<file path="src/rtl/ifetch_unit.sv">
// Instruction fetch stage: owns the PC, issues word fetches with a credit limit of two,
// buffers in-order responses in a 2-entry FIFO and flushes wrong-path traffic on redirect.
module ifetch_unit #(
  parameter logic [31:0] RESET_PC = 32'h0000_0000
) (
  input  logic        clk,
  input  logic        rst_n,
  output logic        imem_req_valid,
  input  logic        imem_req_ready,
  output logic [31:0] imem_req_addr,
  input  logic        imem_resp_valid,
  input  logic [31:0] imem_resp_data,
  input  logic        redirect_valid,
  input  logic [31:0] redirect_pc,
  output logic        inst_valid,
  input  logic        inst_ready,
  output logic [31:0] inst,
  output logic [31:0] inst_pc
);

  // Handshakes: a transfer happens on a rising edge where valid & ready are both high;
  // valid never depends on ready, and a response cannot be back-pressured.
  typedef enum logic [1:0] {
    ST_IDLE  = 2'd0,
    ST_RUN   = 2'd1,
    ST_FLUSH = 2'd2
  } state_e;

  state_e      state_q;
  logic [31:0] pc_q;
  logic [1:0]  outstanding_q, outstanding_d;
  logic [1:0]  drop_cnt_q, drop_cnt_d;

  logic [31:0] aq_q [2];
  logic        aq_rd_q, aq_wr_q;

  logic [31:0] fifo_inst_q [2];
  logic [31:0] fifo_pc_q [2];
  logic        fifo_rd_q, fifo_wr_q;
  logic [1:0]  fifo_cnt_q, fifo_cnt_d;

  logic        accept, pop, resp_run;
  logic [2:0]  credit_used;
  logic        unused_redirect_lsbs;

  assign unused_redirect_lsbs = ^redirect_pc[1:0];

  always_comb begin
    inst_valid     = (fifo_cnt_q != 2'd0) && !redirect_valid;
    pop            = inst_valid && inst_ready;
    // A slot freed by this cycle's pop can be reused by this cycle's request.
    credit_used    = {1'b0, outstanding_q} + {1'b0, fifo_cnt_q} - {2'b00, pop};
    imem_req_valid = (state_q == ST_RUN) && !redirect_valid && (credit_used < 3'd2);
    imem_req_addr  = pc_q;
    accept         = imem_req_valid && imem_req_ready;
    resp_run       = imem_resp_valid && (state_q == ST_RUN) && !redirect_valid;
    inst           = fifo_inst_q[fifo_rd_q];
    inst_pc        = fifo_pc_q[fifo_rd_q];

    outstanding_d = outstanding_q;
    if (accept && !imem_resp_valid) begin
      outstanding_d = outstanding_q + 2'd1;
    end else if (!accept && imem_resp_valid && (outstanding_q != 2'd0)) begin
      outstanding_d = outstanding_q - 2'd1;
    end

    // A response landing in the redirect cycle is itself wrong-path and already gone.
    drop_cnt_d = outstanding_q;
    if (imem_resp_valid && (outstanding_q != 2'd0)) begin
      drop_cnt_d = outstanding_q - 2'd1;
    end

    fifo_cnt_d = fifo_cnt_q;
    if (resp_run && !pop) begin
      fifo_cnt_d = fifo_cnt_q + 2'd1;
    end else if (!resp_run && pop) begin
      fifo_cnt_d = fifo_cnt_q - 2'd1;
    end
  end

  always_ff @(posedge clk or negedge rst_n) begin
    if (!rst_n) begin
      state_q        <= ST_IDLE;
      pc_q           <= RESET_PC;
      outstanding_q  <= 2'd0;
      drop_cnt_q     <= 2'd0;
      aq_q[0]        <= 32'd0;
      aq_q[1]        <= 32'd0;
      aq_rd_q        <= 1'b0;
      aq_wr_q        <= 1'b0;
      fifo_inst_q[0] <= 32'd0;
      fifo_inst_q[1] <= 32'd0;
      fifo_pc_q[0]   <= 32'd0;
      fifo_pc_q[1]   <= 32'd0;
      fifo_rd_q      <= 1'b0;
      fifo_wr_q      <= 1'b0;
      fifo_cnt_q     <= 2'd0;
    end else begin
      outstanding_q <= outstanding_d;
      if (redirect_valid) begin
        pc_q       <= {redirect_pc[31:2], 2'b00};
        aq_rd_q    <= 1'b0;
        aq_wr_q    <= 1'b0;
        fifo_rd_q  <= 1'b0;
        fifo_wr_q  <= 1'b0;
        fifo_cnt_q <= 2'd0;
        drop_cnt_q <= drop_cnt_d;
        state_q    <= (drop_cnt_d != 2'd0) ? ST_FLUSH : ST_RUN;
      end else begin
        case (state_q)
          ST_IDLE: state_q <= ST_RUN;
          ST_RUN: begin
            if (accept) begin
              pc_q          <= pc_q + 32'd4;
              aq_q[aq_wr_q] <= pc_q;
              aq_wr_q       <= ~aq_wr_q;
            end
            if (resp_run) begin
              fifo_inst_q[fifo_wr_q] <= imem_resp_data;
              fifo_pc_q[fifo_wr_q]   <= aq_q[aq_rd_q];
              fifo_wr_q              <= ~fifo_wr_q;
              aq_rd_q                <= ~aq_rd_q;
            end
            if (pop) begin
              fifo_rd_q <= ~fifo_rd_q;
            end
            fifo_cnt_q <= fifo_cnt_d;
          end
          ST_FLUSH: begin
            if (imem_resp_valid && (drop_cnt_q != 2'd0)) begin
              drop_cnt_q <= drop_cnt_q - 2'd1;
              if (drop_cnt_q == 2'd1) begin
                state_q <= ST_RUN;
              end
            end
          end
          default: state_q <= ST_IDLE;
        endcase
      end
    end
  end

endmodule

</file>
<file path="config.mk">
export PLATFORM = sky130hd
export DESIGN_NAME = ifetch_unit
export DESIGN_NICKNAME = d
export VERILOG_FILES = /design/src/rtl/ifetch_unit.sv
export SDC_FILE = /design/constraint.sdc
export NUM_CORES = 1
export LEC_CHECK = 0
export ABC_CLOCK_PERIOD_IN_PS = 3000
export CORE_MARGIN = 2
export CORE_UTILIZATION = 50
export CTS_BUF_LIST = sky130_fd_sc_hd__clkbuf_2 sky130_fd_sc_hd__clkbuf_4 sky130_fd_sc_hd__clkbuf_8
export DETAILED_ROUTE_END_ITERATION = 10
export PLACE_DENSITY = 0.82
export SETUP_SLACK_MARGIN = 0.3
export SLEW_MARGIN = 20
export SYNTH_ARGS = -nofsm -noshare
export SYNTH_HDL_FRONTEND = slang
export SYNTH_SLANG_ARGS = --single-unit
</file>
<file path="constraint.sdc">
create_clock -name clk -period 3 [get_ports clk]
set_clock_uncertainty 0.1 [all_clocks]
set_input_delay 0.45 -clock clk [delete_from_list [all_inputs] [get_ports clk]]
set_output_delay 0.45 -clock clk [all_outputs]
set_load 0.005 [all_outputs]
</file>
==> results.md <==
* Critical path endpoint category: register
* Max_slew headroom at 53.8%
* Cells taking the most area after synthesis: dfrtp_1 54%, mux2_2 20%, mux2i_1 3.2%
* # clock sinks at 226
* Min-delay worst type: in -> async
* DR vias at just under 8000
* Chip height at between 100 and 150 µm
* Yosys top cell area share at between 50% and 60%
* Most common cell after layout, fill and taps aside: dfrtp_1
* Final Total Pwr at ~13000 µW
* Post-Syn Area at 10400 µm²
* Power density cells at 895 nW/µm²
* CTS Buf Count at 38
* Outcome: finished, violations left
* Area of the multi-input gates at just under 5000 µm²
* Final worst slack at -0.168 ns
* Actual slew at the worst max-slew pin at around 0.68 ns
* Final core occ at just under 70%
* Crit share post-route at 106%
* Detail Route Antenna Nets at 0
* Place WS at -0.605 ns
* Crit path max-delay cell type: fa_2
* First-pass GRT wire length at 39200 µm
* Row Count at between 50 and 60
* Worst-path fanout max at 8
* Lkg Pwr at between 0.006 and 0.007 µW
* Die ar. at 22000 µm²
* Area leader, netlist: dfrtp_1
* Share of layout cells above drive strength 1 at about a third
* Post-Syn Instances at 867
* Count of different cell masters after synthesis at 53
* Maxcap violations at 0
* Final setup fails at slightly below 80
* Drt pass-1 iters at 5
* Diodes inserted at 0
* Vias in the first global route at just under 8000
* Skew-Pair Late Insertion Delay at approximately 0.52 ns
* CP required at roughly 3.3 ns
* Setup crit start kind: register
* Final wirelength at ~26000 µm
* Area Overhead vs Synth at 34.6%
* Grt total ovfl at 0
* Number of synthesized flops with an enable pin at 0
* FF/Latch Area at ~5700 µm²
* Fillers at 1415
* Failing checks: setup timing
* Avg Cell Area, Syn at about 12 µm²
* Avg WL per Cell at around 19 µm
* GRT Total Usage at 22.1%
* CTS tree: yes
* Crit-path cells: o21bai_4 > nor2_2 > ha_1 > nand2b_4 > fa_2 > nand4b_1 > buf_4 > nor2_4 > and3_4 > buf_12 > buf_16 > mux2_4
* Max Slew Vio Count at 0
* Die width at 148 µm
* Initial antenna violation count at 0
* Initial DRC count at 501
* Top Ports at approximately 170
* Port Buffers at 161
* Commonest non-fill, non-tap cells in the layout: 225 x dfrtp_1, 159 x clkdlybuf4s50_1, 135 x mux2_2
* Routability Congestion at just under 0.9
* F_max at ~320 MHz
* Starting density of the core at just over 50%
* Final worst path period need at about 3.2 ns
* Pin count of the biggest net entering global routing at roughly 100
* Ys Warns at 0
* Clock slew at reported path FFs at around 0.06 ns
* H-tree depth at 2
* Via density at ~5.7
* Met1 Resource Use GR at a little under a third
* GR peak layer: met2
* Crit Path Class: reg -> reg
* RSZ-0062 raised after global routing: yes
* M2 GR Usage at 35.3%
* Top FF cell, synth: dfrtp_1
* Root Buffer: clkbuf_8
* Met3 GRT Util at 4.45%
* Register-to-Register Path Depth at 12
* Register area share after synthesis at ~54%
* Maximum clock path buffer count at 3
* Arrival time worst endpoint at around 3.5 ns
* Hold Fails Final Rpt at 0
* Seq cells post-synth at approximately 230
* FFs w/ async S/R, synth at 100%
* HPWL Detailed at 15400 µm
* Layout Nets at approximately 1100
* DRC viols at 0
* Core area at about 20000 µm²
* Worst IR drop on VDD at roughly 0.0005 V
* Crit-path max cell delay at 0.58 ns
## per-stage QoR
step	instances	TNS (ns)	hold slack (ns)	cell area, µm²
after global placement	1272	-39.18	0.198	12500
final	1363	-8.93	0.255	14000
after CTS	1347	-0.187	0.242	13600
after detailed placement	1272	-44.68	0.200	12500
after floorplan	870	-2.35	0.0544	10500
after global routing	1363	-13.77	0.238	14000
## report_power, final
part           internal [µW]  leakage [µW]  switching (µW)
Combinational           2860       0.00274            1880
Clock                   1690      0.000427            1180
Sequential              4230       0.00284             728
Total                   8780       0.00601            3790
## repair_timing
item | in CTS | in global routing
setup endpoints to repair | 88 | 94
gates cloned | 2 | 3
hold buffers | 1 | 0
endpoints found under the hold margin | 21 | 0
buffers inserted | 9 | 13
pin swaps | 10 | 25
resized for setup | 31 | 74
## sequential cells by signal, summed over array words and instances, names as in the netlist
register and cells:
imem_req_addr 30, fifo_pc_q 60, drop_cnt_q 2, aq_rd_q 1
fifo_wr_q 1, fifo_rd_q 1, fifo_inst_q 64, fifo_cnt_q 2
aq_wr_q 1, outstanding_q 2, aq_q 60, state_q 2
## worst max-delay path: cells and delay by family (launching register included)
kind	cells	cell delay, ns
flip-flops	1	0.42
AND/OR/NAND/NOR	5	0.74
buffers and inverters	3	0.46
AO/OA/AOI/OAI	1	0.17
multiplexers	1	0.31
adder cells (fa/ha/maj)	2	0.85
## metal layers
layer / up-vias / share of wire [%]
li1: 3518 / -
met1: 3877 / 44
met2: 319 / 48
met3: 53 / 6.4
met4: 0 / 2.4
met5: - / 0
## layout make-up
| type | instances | share of cell area [%] |
|---|---|---|
| Timing Repair Buffer | 222 | 16.8 |
| Clock inverter | 3 | 0.285 |
| Sequential cell | 226 | 40.3 |
| Tap cell | 270 | 2.41 |
| Inverter | 14 | 0.374 |
| Clock buffer | 60 | 5.44 |
| Multi-Input combinational cell | 568 | 34.4 |
## final timing paths
kind	from	endpoint	slack (ns)
min in group clk	fifo_pc_q[3]	fifo_pc_q[3]	0.37
max in group asynchronous	rst_n	fifo_rd_q	1.70
max reg2reg	fifo_cnt_q[1]	aq_q[29]	-0.17
min	rst_n	aq_q[25]	0.25
max	fifo_cnt_q[1]	aq_q[29]	-0.17
min reg2reg	fifo_pc_q[3]	fifo_pc_q[3]	0.37
## synthesized netlist by cell type (2+ instances only)
library cell,n
dfrtp_1,226
mux2_2,184
nor2_1,62
nand2_1,51
o21ai_0,44
clkbuf_1,35
a21oi_1,33
mux2i_1,33
a31oi_1,20
or4_1,18
o31ai_1,16
inv_1,14
nand3_1,14
buf_2,12
xnor2_1,12
nand4_1,9
buf_4,6
ha_1,6
and3_1,5
nor2b_1,5
and4_1,4
clkbuf_8,4
or3_1,4
xor2_1,4
buf_1,3
mux2_1,3
nand2b_1,3
nand3_2,3
nor3_1,3
nor4_1,3
nor4b_1,3
a31o_2,2
and2_1,2
o211ai_1,2
## cell families (layout without fill, tap and decap cells)
kind of cell | Yosys count | after routing | share of synthesized area (%)
DFF | 226 | 226 | 54.2
muxes | 220 | 220 | 23.4
and+or+nand+nor | 198 | 198 | 9.74
AOI/OAI and AO/OA | 123 | 123 | 6.84
buffers and inverters | 76 | 299 | 3.54
xor gates and xnor gates | 16 | 16 | 1.34
adders and majority gates | 7 | 7 | 0.912
other | 1 | 4 | 0.0360
(Power assumes the default switching activity.)
==> patch (same settings) <==
Make the reset (`rst_n`) synchronous in one clocked block.
--- a/src/rtl/ifetch_unit.sv
+++ b/src/rtl/ifetch_unit.sv
@@ -79,5 +79,5 @@
   end
 
-  always_ff @(posedge clk or negedge rst_n) begin
+  always_ff @(posedge clk) begin
     if (!rst_n) begin
       state_q        <= ST_IDLE;
Check against the original RTL: differs if rst_n is asserted again (counterexample within 4 cycles, from zero or initial values and one cycle with rst_n low); with rst_n held inactive, the same outputs for 4 cycles.
==> patch against the original RTL <==
Sequential share of layout area is 6.1 points higher; count of clock-buffer cells in the layout is 8 lower; final area is 1.4% lower; wire length is 0.86% lower; global-route usage is 0.63 points higher; setup slack better by 0.17 ns; sequential cell count is 2 higher; critical path type unchanged; first-iteration DRC count is 1.8% higher; area after synthesis is 1.2% lower.
Power is not compared: it rests on default switching activity, and its combinational part moved more than twofold at a synthesized area within 25%.
==> patch: results (changes against the original RTL) <==
stage,metric,value,unit,change
cells_and_area,layout cells sized above 1,24.4,%,-7.6 points
clock_network,post_cts resized,39,,+26%
yosys,Synth cell types,63,,+19%
cells_and_area,Filler cells,1355,,-4.2%
critical_path,crit path to,fifo_cnt_q[0],,
min_path,worst min path class,input pin to flip-flop,,
yosys,synth warn,0,,unchanged
global_route,vias in the first global route,7336,,-5.2%
detailed_routing,wire per inst,19.5,um,+1.9%
yosys,asr flop ratio synth,0,%,-100 points
power,Static Leak,5.20,nW,
cells_and_area,Final Util,68.4,%,-0.55 points
place,placed wire-length estimate,15900,um,+3.6%
yosys,synth top area cells,"edfxtp_1 54%, dfxtp_1 8.5%, mux2_2 6.8%",,
detailed_routing,first drt pass iteration count,4,,-1
detailed_routing,Vias/cell,5.44,,-4.6%
critical_path,slowest CP cell,dfxtp_2,,
detailed_routing,Iteration-0 DRC Markers,510,,+1.8%
critical_path,worst-case reg-to-reg path depth,20,,+8
global_route,initial antenna violation count,1,,+1
clock_network,worst skew pair latency,0.53,ns,
global_route,Global Route met1 Usage,28.5,%,-2.4 points
critical_path,flop2flop setup slack,0.001,ns,+0.17 ns
critical_path,RR Startpoint,fifo_cnt_q[0],,
place,Final Wtd Congestion,0.830,,-5.8%
yosys,Synth Area in Adders,1.04,%,+0.13 points
yosys,Yosys top cell area share,53.6,%,-0.61 points
sta,headroom to the max-slew limit,34.6,%,-19 points
critical_path,CP peak stage delay,0.36,ns,-0.22 ns
global_route,largest net degree at the start of global routing,63,,-39%
clock_network,"Setup Fix Bufs, Post-CTS",16,,+7
yosys,list of most frequent post-synthesis cells,"184 x edfxtp_1, 92 x and2_1, 92 x nor2_1",,
global_route,first-pass GRT wire length,38500,um,-1.8%
critical_path,top cell family by delay on the critical path,buffers and inverters,,
yosys,multiplexer area fraction after synthesis,10.3,%,-13 points
critical_path,CP Data Arrival Time,3.28,ns,-0.19 ns
yosys,number of synthesized flops with an enable pin,184,,+184
yosys,fraction of the yosys area taken by sequential cells,62.2,%,+7.9 points
global_route,met3 usage,3.21,%,-1.2 points
outcome,status,completed,,
global_route,GR Layer Usage met2,38.3,%,+3.0 points
critical_path,critical path peak fanout,2,,-6
place,dpl cell area,12500,um^2,-0.17%
clock_network,CTS Buf Count,37,,-2.6%
cells_and_area,Layout Nets,1106,,-3.6%
yosys,Compound-Gate Fraction of Synth Area,3.47,%,-3.4 points
yosys,Synth Area in XOR/XNOR,3.22,%,+1.9 points
-- patch: stage by stage --
step	setup slack (ns)	cells	hold slack [ns]	total power (W)	TNS, ns
6_report	0.00137	1326	0.278	0.00708	0
5_1_grt	-0.0768	1325	0.290	0.00731	-2.02
3_3_place_gp	-0.374	1228	0.389	0.00447	-45.30
2_1_floorplan	-0.407	812	0.372	0.00408	-15.30
4_1_cts	0.113	1311	0.252	0.00704	0
3_5_place_dp	-0.429	1228	0.399	0.00450	-52.67
-- patch: metal layers --
| layer | wire, um | share of wire [%] |
|---|---|---|
| met1 | 10300 | 40 |
| met2 | 13100 | 51 |
| met3 | 1380 | 5.3 |
| met4 | 1120 | 4.3 |
| met5 | 0 | 0 |
-- patch: final cells by class --
class	instances	area share, %
Inverter	12	0.362
Clock inverter	13	0.425
Multi-Input combinational cell	523	29.1
Tap cell	270	2.44
Clock buffer	52	4.58
Antenna cell	2	0.0362
Timing Repair Buffer	226	16.8
Sequential cell	228	46.3
-- patch: power by group through the flow --
stage | clock network (W) | logic (W) | registers (W)
after detailed placement | 0 | 0.000737 | 0.00377
after global placement | 0 | 0.000722 | 0.00375
final | 0.00255 | 0.000826 | 0.00371
after global routing | 0.00270 | 0.000883 | 0.00372
after floorplan | 0 | 0.000362 | 0.00372
after CTS | 0.00257 | 0.000770 | 0.00370
-- patch: worst min-delay path by stage --
stage	from	endpoint	slack, ns
global route	rst_n	imem_req_addr[13]	0.29
global placement	fifo_rd_q	fifo_rd_q	0.39
floorplan	fifo_rd_q	flip-flop	0.37
detailed placement	fifo_rd_q	fifo_rd_q	0.40
CTS	rst_n	imem_req_addr[9]	0.25
finish	rst_n	imem_req_addr[13]	0.28
